<file path="src/rtl/dds_multi_ch.sv">
// Multi-channel DDS: per-channel phase accumulator, offset, waveform, amplitude; 3-stage pipeline.
// Optional define DDS_DITHER_EN adds a per-channel LFSR phase dither ahead of truncation.
module dds_multi_ch #(
  parameter int NCH    = 2,
  parameter int ACC_W  = 24,
  parameter int OUT_W  = 8,
  parameter int LUT_AW = 8
) (
  input  logic                 clk,
  input  logic                 rstn,
  input  logic                 wr,
  input  logic [15:0]          waddr,
  input  logic [15:0]          wdata,
  output logic [NCH*OUT_W-1:0] dout,
  output logic [NCH-1:0]       out_valid
);

  localparam int AMAX  = 2**(OUT_W-1) - 1;
  localparam int LUT_N = 2**LUT_AW;
  // Lowest phase bit any waveform looks at; bits below it never leave S1.
  localparam int PLO   = ((14 - LUT_AW) < (15 - OUT_W)) ? (14 - LUT_AW) : (15 - OUT_W);
  localparam logic signed [OUT_W-1:0] APOS = OUT_W'(AMAX);

  // round(AMAX*sin(pi/2*k/LUT_N)) in Q30 fixed point so it folds to a constant.
  function automatic int rom_val(input int k);
    longint x, term, s;
    x    = 64'sd3373259426 * longint'(k) / longint'(2 * LUT_N);
    term = x;
    s    = x;
    for (int n = 1; n <= 7; n++) begin
      term = (term * x) / 64'sd1073741824;
      term = (term * x) / 64'sd1073741824;
      term = -term / longint'((2 * n) * (2 * n + 1));
      s    = s + term;
    end
    return int'((longint'(AMAX) * s + 64'sd536870912) / 64'sd1073741824);
  endfunction

  logic [OUT_W-1:0] rom [LUT_N];
  for (genvar k = 0; k < LUT_N; k++) begin : g_rom
    localparam int V = rom_val(k);
    assign rom[k] = OUT_W'(V);
  end

  logic sync;
  assign sync = wr && (waddr == 16'h00F0);

  for (genvar c = 0; c < NCH; c++) begin : g_ch
    logic                    sel;
    logic                    en;
    logic [1:0]              wave;
    logic [15:0]             ftw, poff, dith;
    logic [7:0]              amp, a1, a2;
    logic [ACC_W-1:0]        acc;
    logic [15:PLO]           p1;
    logic [1:0]              w1;
    logic                    v1, v2, v3;
    logic signed [OUT_W-1:0] s2, s3, wave_val, rv, scaled;
    logic [LUT_AW-1:0]       idx;
    logic [OUT_W:0]          tri_t;
    logic [OUT_W-1:0]        tri_u;
    logic signed [OUT_W+9:0] wave_ext, amp_ext, prod;

    assign sel = wr && (waddr[15:8] == 8'd0) && (waddr[7:4] == 4'(c));

`ifdef DDS_DITHER_EN
    logic [15:0] lfsr;
    always_ff @(posedge clk or negedge rstn) begin
      if (!rstn) lfsr <= 16'hACE1 + 16'(c);
      else if (en) lfsr <= {1'b0, lfsr[15:1]} ^ (lfsr[0] ? 16'hB400 : 16'h0000);
    end
    assign dith = lfsr & 16'((1 << (14 - LUT_AW)) - 1);
`else
    assign dith = 16'd0;
`endif

    // SYNC beats increment; a same-edge FTW write lands after this edge's increment.
    always_ff @(posedge clk or negedge rstn) begin
      if (!rstn) begin
        en   <= 1'b0;
        wave <= 2'b00;
        ftw  <= 16'd0;
        poff <= 16'd0;
        amp  <= 8'hFF;
        acc  <= '0;
      end else begin
        if (sel) begin
          case (waddr[3:0])
            4'h0: begin en <= wdata[0]; wave <= wdata[2:1]; end
            4'h1: ftw  <= wdata;
            4'h2: poff <= wdata;
            4'h3: amp  <= wdata[7:0];
            default: ;
          endcase
        end
        if (sync)    acc <= '0;
        else if (en) acc <= acc + ACC_W'(ftw);
      end
    end

    always_comb begin
      idx = p1[13 -: LUT_AW];
      if (p1[14]) idx = ~idx;
      rv    = $signed(rom[idx]);
      tri_t = p1[15 -: OUT_W+1];
      tri_u = tri_t[OUT_W] ? ~tri_t[OUT_W-1:0] : tri_t[OUT_W-1:0];
      case (w1)
        2'b00:   wave_val = p1[15] ? -rv : rv;
        2'b01:   wave_val = p1[15] ? -APOS : APOS;
        2'b10:   wave_val = $signed({~tri_u[OUT_W-1], tri_u[OUT_W-2:0]});
        default: wave_val = $signed({~p1[15], p1[14 -: OUT_W-1]});
      endcase
    end

    // Signed sample times unsigned (AMP+1), then floor-divide by 256.
    always_comb begin
      wave_ext = (OUT_W+10)'(s2);
      amp_ext  = (OUT_W+10)'({1'b0, a2} + 9'd1);
      prod     = wave_ext * amp_ext;
      scaled   = prod[OUT_W+7:8];
    end

    always_ff @(posedge clk or negedge rstn) begin
      if (!rstn) begin
        p1 <= '0;
        w1 <= 2'b00;
        a1 <= 8'd0;
        v1 <= 1'b0;
        s2 <= '0;
        a2 <= 8'd0;
        v2 <= 1'b0;
        s3 <= '0;
        v3 <= 1'b0;
      end else begin
        p1 <= (16 - PLO)'((acc[ACC_W-1 -: 16] + poff + dith) >> PLO);
        w1 <= wave;
        a1 <= amp;
        v1 <= en;
        s2 <= wave_val;
        a2 <= a1;
        v2 <= v1;
        s3 <= v2 ? scaled : '0;
        v3 <= v2;
      end
    end

    assign dout[c*OUT_W +: OUT_W] = s3;
    assign out_valid[c]           = v3;
  end

endmodule
</file>
<file path="config.mk">
export PLATFORM = sky130hd
export DESIGN_NAME = dds_multi_ch
export DESIGN_NICKNAME = d
export VERILOG_FILES = /design/src/rtl/dds_multi_ch.sv
export SDC_FILE = /design/constraint.sdc
export NUM_CORES = 1
export LEC_CHECK = 0
export BUFFER_PORTS_ARGS = -buffer_cell sky130_fd_sc_hd__buf_2
export CORE_UTILIZATION = 35
export CTS_BUF_LIST = sky130_fd_sc_hd__clkbuf_8 sky130_fd_sc_hd__clkbuf_16
export CTS_CLUSTER_DIAMETER = 30
export DETAILED_ROUTE_END_ITERATION = 10
export HOLD_SLACK_MARGIN = 0.05
export MAX_ROUTING_LAYER = met4
export SLEW_MARGIN = 15
export SYNTH_ARGS = -nofsm -noshare
export SYNTH_HDL_FRONTEND = slang
export SYNTH_SLANG_ARGS = --single-unit
</file>
<file path="constraint.sdc">
create_clock -name clk -period 7.6 [get_ports clk]
set_input_delay 1.14 -clock clk [delete_from_list [all_inputs] [get_ports clk]]
set_output_delay 1.14 -clock clk [all_outputs]
set_load 0.03 [all_outputs]
</file>
==> results of run 1 <==
power breakdown:
group          switching (mW)  total (mW)  internal, mW
Sequential            0.00702        1.23          1.22
Clock                   0.647        1.80          1.15
Combinational          0.0723       0.105        0.0325
Total                   0.726        3.13          2.40
layer usage:
metal  vias up  track usage (%)
met4         0             4.28
met3        86             2.52
met2       540             27.5
met5         -                -
li1       8301                -
met1      8549             26.4
worst max path at each step:
| stage | startpoint | end | slack, ns |
|---|---|---|---|
| floorplan | g_ch[1].a2[0]$_DFF_PN0_ | g_ch[1].s3[4]$_DFF_PN0_ | 2.66 |
| global placement | g_ch[1].a2[0]$_DFF_PN0_ | g_ch[1].s3[4]$_DFF_PN0_ | 2.37 |
| detailed placement | g_ch[1].a2[0]$_DFF_PN0_ | g_ch[1].s3[4]$_DFF_PN0_ | 2.17 |
| CTS | g_ch[1].a2[0]$_DFF_PN0_ | g_ch[1].s3[4]$_DFF_PN0_ | 2.14 |
| global route | g_ch[1].a2[0]$_DFF_PN0_ | g_ch[1].s3[4]$_DFF_PN0_ | 1.90 |
| finish | g_ch[1].a2[0]$_DFF_PN0_ | g_ch[1].s3[4]$_DFF_PN0_ | 2.19 |
sequential cells by signal, indices dropped and copies added, names as in the netlist, 4 cells and up:
| name | flops |
|---|---|
| g_ch.a1 | 16 |
| g_ch.a2 | 16 |
| g_ch.acc | 48 |
| g_ch.amp | 16 |
| g_ch.ftw | 32 |
| g_ch.p1 | 20 |
| g_ch.poff | 32 |
| g_ch.s2 | 16 |
| g_ch.s3 | 16 |
| g_ch.w1 | 4 |
| g_ch.wave | 4 |
final cells by class:
class / count / area [sq um]
Fill cell: 5853 / 36000
Multi-Input combinational cell: 1823 / 14100
Sequential cell: 228 / 5740
Clock buffer: 41 / 1000
Tap cell: 773 / 967
Inverter: 144 / 541
Timing Repair Buffer: 71 / 425
Clock inverter: 30 / 352
Antenna cell: 4 / 10.0
cell families (layout without fill, tap and decap cells):
kind of cell,after synthesis,in the layout
compound gates,537,537
xor+xnor,106,106
fa+ha+maj,244,244
buf+inv,275,286
flops,228,228
mux,128,128
other cells,0,4
simple gates,808,808
Yosys cell counts, drive strengths merged (8+ instances only):
| cell type | number | share of area, % |
|---|---|---|
| clkbuf | 50 | 0.90 |
| o311a | 8 | 0.38 |
| and3 | 27 | 0.81 |
| a22oi | 14 | 0.50 |
| a221oi | 13 | 0.54 |
| and2 | 71 | 2.1 |
| a21oi | 112 | 2.7 |
| o211ai | 40 | 1.4 |
| dfrtp | 212 | 25 |
| or2 | 16 | 0.48 |
| dfstp | 16 | 2.0 |
| nor3b | 16 | 0.57 |
| a21o | 26 | 0.93 |
| nand3 | 65 | 1.6 |
| fa | 84 | 8.0 |
| nor2 | 177 | 3.2 |
| nand3b | 11 | 0.39 |
| nor3 | 54 | 1.3 |
| xor2 | 41 | 1.8 |
| o21ai | 96 | 2.3 |
| nand4 | 18 | 0.54 |
| ha | 160 | 9.6 |
| a211oi | 26 | 0.93 |
| a211o | 13 | 0.54 |
| buf | 81 | 2.2 |
| nand2 | 144 | 2.6 |
| or3 | 17 | 0.51 |
| a221o | 8 | 0.38 |
| o32ai | 9 | 0.38 |
| o21a | 13 | 0.47 |
| nand2b | 65 | 1.9 |
| o31ai | 9 | 0.32 |
| o22ai | 18 | 0.54 |
| o311ai | 10 | 0.42 |
| nor2b | 86 | 2.6 |
| xnor2 | 65 | 2.7 |
| mux2 | 87 | 4.7 |
| mux2i | 36 | 1.7 |
| a31oi | 21 | 0.70 |
| inv | 143 | 2.6 |
critical path: cells and delay by family (launching register included):
family | cells | cell delay [ns]
compound gates | 3 | 0.77
flops | 1 | 0.51
buf+inv | 3 | 0.17
fa+ha+maj | 6 | 2.54
simple gates | 5 | 0.87
xor+xnor | 1 | 0.46
metrics by stage:
step / hold slack [ns] / power (mW) / cells / setup slack, ns / utilization, %
finish: 0.346 / 3.13 / 3114 / 2.19 / 39.1
global route: 0.351 / 3.24 / 3110 / 1.90 / 39.0
detailed placement: 0.335 / 1.35 / 3039 / 2.17 / 36.8
floorplan: 0.331 / 1.29 / 2326 / 2.66 / -
global placement: 0.335 / 1.35 / 3039 / 2.37 / 36.8
CTS: 0.347 / 3.17 / 3110 / 2.14 / 39.0
==> key figures, run 1 <==
Detailed routing
  – Post-route ant nets: 0
  – Drt total wl: ~55000 um
  – WL met1: roughly 27000 um
  – Met3 WL post-DR: roughly 3400 um
  – DR top layer: met4
  – # DRC: 24
  – Vias per Instance: around 5.6
  – Via count: between 15000 and 20000
  – Met2 Wirelength: 23700 um
  – First-pass DRT Iterations: 8
  – DR iter-0 viols: between 1500 and 2000
  – Drt wl/cell: roughly 18 um

Yosys
  – Sequential fraction of the synthesis area: 27.3%
  – Mapped Nets: 2605
  – Synth Area in Compound Gates: ~18%
  – Top FF cell, synth: dfrtp_1
  – Post-synthesis adder-cell area fraction: between 10% and 20%
  – Cell variety after synth: 91
  – Mux share of post-synthesis cell area: between 6 and 7%
  – Flops & latches, synth: between 200 and 250
  – Post-synth EDFFs: 0
  – Synth warn: 0
  – Post-Syn Area per Cell: 9.01 sq um
  – Post-Synthesis Cells: about 2300
  – Post-synthesis simple-gate area fraction: between 20% and 30%
  – Async S/R FF share, synth: 100%
  – Post-synthesis xor/xnor area fraction: 4.52%
  – Mapped Area: around 21000 sq um
  – Largest family of logic cells by synthesized area: simple AND/OR/NAND/NOR gates

Critical path
  – Slowest-stage cell, CP: fa_1
  – Top cell by count, worst path: fa_1
  – Reg2reg start: g_ch[1].a2[0]$_DFF_PN0_
  – Reg2reg setup slack: between 2 and 2.5 ns
  – R2r endpoint: g_ch[1].s3[4]$_DFF_PN0_
  – CP max stage delay: roughly 0.55 ns
  – WP data arrival: 5.82 ns
  – Critical path endpoint category: flip-flop
  – Worst r2r path cells: 18
  – CP max FO: 10
  – Critical Path RT: 8.01 ns
  – Cells along the critical path: ha_1, nand2_1, nor2_1, xor2_1, nand2_1, fa_1, inv_1, fa_1, fa_1, inv_1, fa_1, inv_1, ha_1, or3_1, o221a_2, a21o_1, a211o_1, and3_1
  – CP startpoint kind: flip-flop
  – Setup CP Type: reg -> reg

Timing
  – Final Hold Viols: 0
  – Pins Over Slew Limit: 0
  – Clock Skew: approximately 0.018 ns
  – Max Freq: roughly 180 MHz
  – Setup_tns: 0 ns
  – RSZ-0062 raised after global routing: false
  – Slew HR: 35.0%
  – Final setup vio count: 0
  – Worst Tran Pin Value: 0.975 ns
  – Min Clock Period, post-route: between 5 and 6 ns
  – Period utilization: between 70 and 80%

Outcome
  – Failing checks: DRC
  – Outcome: finished with violations

Worst hold path
  – Hold EP: g_ch[0].a2[5]$_DFF_PN0_
  – HP Class: reg -> reg
  – HP Start: g_ch[0].a1[5]$_DFF_PN0_
  – Hold Path Stages: 0

Floorplan
  – Initial Utilization: ~35%
  – Die span in x: about 250 um
  – IO Pins: 53
  – Die Area: 60900 sq um
  – Die Height: ~250 um
  – Row count: between 80 and 90
  – Placeable Area: approximately 60000 sq um

Clocking
  – Total clock sinks: between 200 and 250
  – Clock latency on the worst-skew pair: roughly 0.54 ns
  – CTS tree: done
  – # hold bufs at CTS: 0
  – H-tree depth: 2
  – Number of post-CTS setup repair buffers: 0
  – Total CTS buffers: 39
  – Clk root buf: clkbuf_16
  – Clock transition at path regs: ~0.060 ns
  – PostCTS Resize Cnt: 0
  – Clock buffer depth: 3

Cells and area
  – Layout Nets: 2586
  – P&R area growth vs syn: 10.2%
  – Commonest non-fill, non-tap cells in the layout: 204 x dfrtp_1, 174 x nor2_1, 160 x ha_1, 144 x nand2_1, 142 x inv_1
  – Fraction of layout cells with a size suffix above 1: 12.8%
  – Most common cell after layout, fill and taps aside: dfrtp_1
  – Post-Layout Inst Area: approximately 23000 sq um

Global routing
  – Wire length of the first global-routing pass: 89800 um
  – Antenna violations before repair: 2
  – Grt ovf: 0
  – Largest net degree at the start of global routing: around 180
  – Total track usage: ~18%
  – Number of global-route vias before repair: around 17000

Place
  – Hpwl dp: between 30000 and 40000 um
  – IO Port Bufs: between 50 and 60
  – Placed cell areas: about 22000 sq um
  – Placer Congestion: between 0.9 and 1

Run
  – Max-cap violations: 0

Power
  – Leak: around 10 nW
  – Worst vdd ir: about 0.16 mV
  – Power density cells: between 100 and 150 nW/um^2
(Power assumes the default switching activity.)
==> inputs of run 2 (changes only) <==
==> constraint.sdc (replaced) <==
create_clock -name clk -period 5.45 [get_ports clk]
set_input_delay 0.8175 -clock clk [delete_from_list [all_inputs] [get_ports clk]]
set_output_delay 0.8175 -clock clk [all_outputs]
set_load 0.03 [all_outputs]
==> key figures, run 2 (same netlist as run 1, synthesis figures left out) <==
Timing
  – Final Hold Viols: 0
  – Pins Over Slew Limit: 0
  – Final hold slack: 0.284 ns
  – Setup_tns: 0 ns
  – Max Freq: roughly 190 MHz
  – Clock Skew: about 0.024 ns
  – Period utilization: between 90 and 100%
  – Worst Tran Pin Value: around 1.0 ns
  – Final setup vio count: 0
  – Slew HR: between 30% and 40%
  – RSZ-0062 raised after global routing: false
  – Min Clock Period, post-route: ~5.2 ns
  – Worst setup margin: a little under 0.3 ns

Place
  – Placed cell areas: 21800 sq um
  – Post-Place Cells: between 3000 and 4000
  – IO Port Bufs: 52
  – Hpwl dp: between 40000 and 50000 um
  – Placer Congestion: ~0.94
  – Worst slack, placed: about 0.26 ns

Global routing
  – Grt ovf: 0
  – Antenna violations before repair: 6
  – Number of global-route vias before repair: around 17000
  – Wire length of the first global-routing pass: 89500 um
  – Largest net degree at the start of global routing: 122
  – Total track usage: a little under a fifth

Critical path
  – CP max FO: 8
  – Setup CP Type: reg -> reg
  – CP startpoint kind: flip-flop
  – Critical path launch point: g_ch[1].a2[1]$_DFF_PN0_
  – WP data arrival: 5.57 ns
  – Critical path endpoint category: flip-flop
  – Reg2reg start: g_ch[1].a2[1]$_DFF_PN0_
  – Reg2reg setup slack: about 0.30 ns
  – Critical Path RT: a little under 6 ns
  – Worst r2r path cells: 18

Power
  – Clock group share of total power: 58.8%
  – Worst vdd ir: ~0.23 mV
  – Power density cells: just under 200 nW/um^2
  – Comb power frac: 3.2%
  – Design Power: around 4.5 mW
  – Internal: approximately 3.4 mW
  – Seq pwr share: a little under two fifths
  – Switching fraction of total power: between 20% and 30%
  – NetSw: about 1.1 mW
  – Leak: roughly 10 nW

Floorplan
  – Row count: between 80 and 90
  – Die Area: between 60000 and 70000 sq um
  – Die Height: 247 um
  – Die span in x: between 200 and 250 um
  – Placeable Area: between 50000 and 60000 sq um
  – Initial Utilization: 35.4%
  – IO Pins: 53

Detailed routing
  – Vias per Instance: between 5 and 6
  – Post-route ant nets: 0
  – Drt wl/cell: 17.5 um
  – Via count: 17473
  – DR iter-0 viols: roughly 1600
  – First-pass DRT Iterations: 10
  – Drt total wl: 54700 um
  – # DRC: 24

Clocking
  – Clock buffer depth: 3
  – Total clock sinks: between 200 and 250
  – Clock transition at path regs: approximately 0.050 ns
  – Clock latency on the worst-skew pair: between 0.5 and 0.6 ns
  – Clk root buf: clkbuf_16
  – Total CTS buffers: ~40
  – CTS tree: done
  – H-tree depth: 2
  – # hold bufs at CTS: 0

Outcome
  – Outcome: finished with violations
  – Failing checks: DRC

Cells and area
  – Fraction of layout cells with a size suffix above 1: between 10% and 20%
  – Layout Nets: 2600
  – Commonest non-fill, non-tap cells in the layout: 203 x dfrtp_1, 175 x nor2_1, 160 x ha_1, 144 x nand2_1, 140 x inv_1
  – Max reg flops: 48
  – Final Non-Filler Cells: between 3000 and 4000
  – Final Util: between 30% and 40%
  – Post-Layout Inst Area: between 20000 and 25000 sq um
  – Most common cell after layout, fill and taps aside: dfrtp_1
  – Biggest regs: g_ch.acc x48, g_ch.ftw x32, g_ch.poff x32
  – Most flops, register: g_ch.acc
  – P&R area growth vs syn: 11.4%

Run
  – Max-cap violations: 0

Worst hold path
  – HP Class: in -> async
-- run 2: cell count changes in the layout (fill, tap and decap cells not counted), sizes merged, moves of 2 or more --
| cell | before | now |
|---|---|---|
| inv | 153 | 155 |
| diode | 4 | 7 |
| clkinvlp | 5 | 3 |
| bufinv | 5 | 3 |
| clkbuf | 41 | 46 |
| buf | 71 | 83 |
-- run 2: critical path: stages (launching register included) --
cell     delay [ns]
dfrtp_1        0.37
ha_1           0.22
nand2_1        0.07
nor2_1         0.14
xor2_1         0.42
nand2_1        0.14
fa_1           0.50
inv_1          0.05
fa_1           0.47
fa_1           0.54
inv_1          0.05
fa_1           0.52
inv_1          0.04
ha_1           0.20
or3_1          0.34
o221a_2        0.27
a21o_1         0.21
a211o_1        0.29
and3_1         0.18
-- run 2: power by group through the flow --
stage	combinational (mW)	sequential, mW	clock [mW]
after global routing	0.165	1.71	2.79
after detailed placement	0.148	1.74	0
after global placement	0.145	1.74	0
after floorplan	0.0654	1.73	0
final	0.146	1.71	2.65
after CTS	0.148	1.71	2.71
-- run 2: repair_timing --
action | 4_1_cts | 5_1_grt
endpoints found under the setup margin | 0 | 1
setup buffers | 0 | 0
resized for setup | 0 | 5
-- run 2: path summary, 6_finish.rpt --
path | end
worst max-delay path | g_ch[1].s3[4]$_DFF_PN0_
worst min-delay path | g_ch[0].acc[22]$_DFFE_PN0P_
worst max register to register | g_ch[1].s3[4]$_DFF_PN0_
worst min register to register | g_ch[1].a2[7]$_DFF_PN0_
max in group asynchronous | g_ch[1].p1[9]$_DFF_PN0_
min in group clk | g_ch[1].a2[7]$_DFF_PN0_
-- run 2: layout make-up --
| type | count | area [sq um] |
|---|---|---|
| clock buffer | 46 | 1110 |
| timing repair buffer | 83 | 528 |
| multi-input combinational | 1823 | 14100 |
| inverter | 144 | 541 |
| tap | 773 | 967 |
| antenna | 7 | 17.5 |
| clock inverter | 29 | 354 |
| sequential | 228 | 5740 |
| fill | 5855 | 35800 |
-- run 2: metal layers --
metal	part of all wire (%)	wire, um	vias up	track usage [%]
li1	-	-	8317	-
met3	7.2	3950	75	3.33
met2	43	23800	549	27.5
met4	1.6	894	0	4.01
met5	0	0	-	-
met1	48	26100	8532	25.8
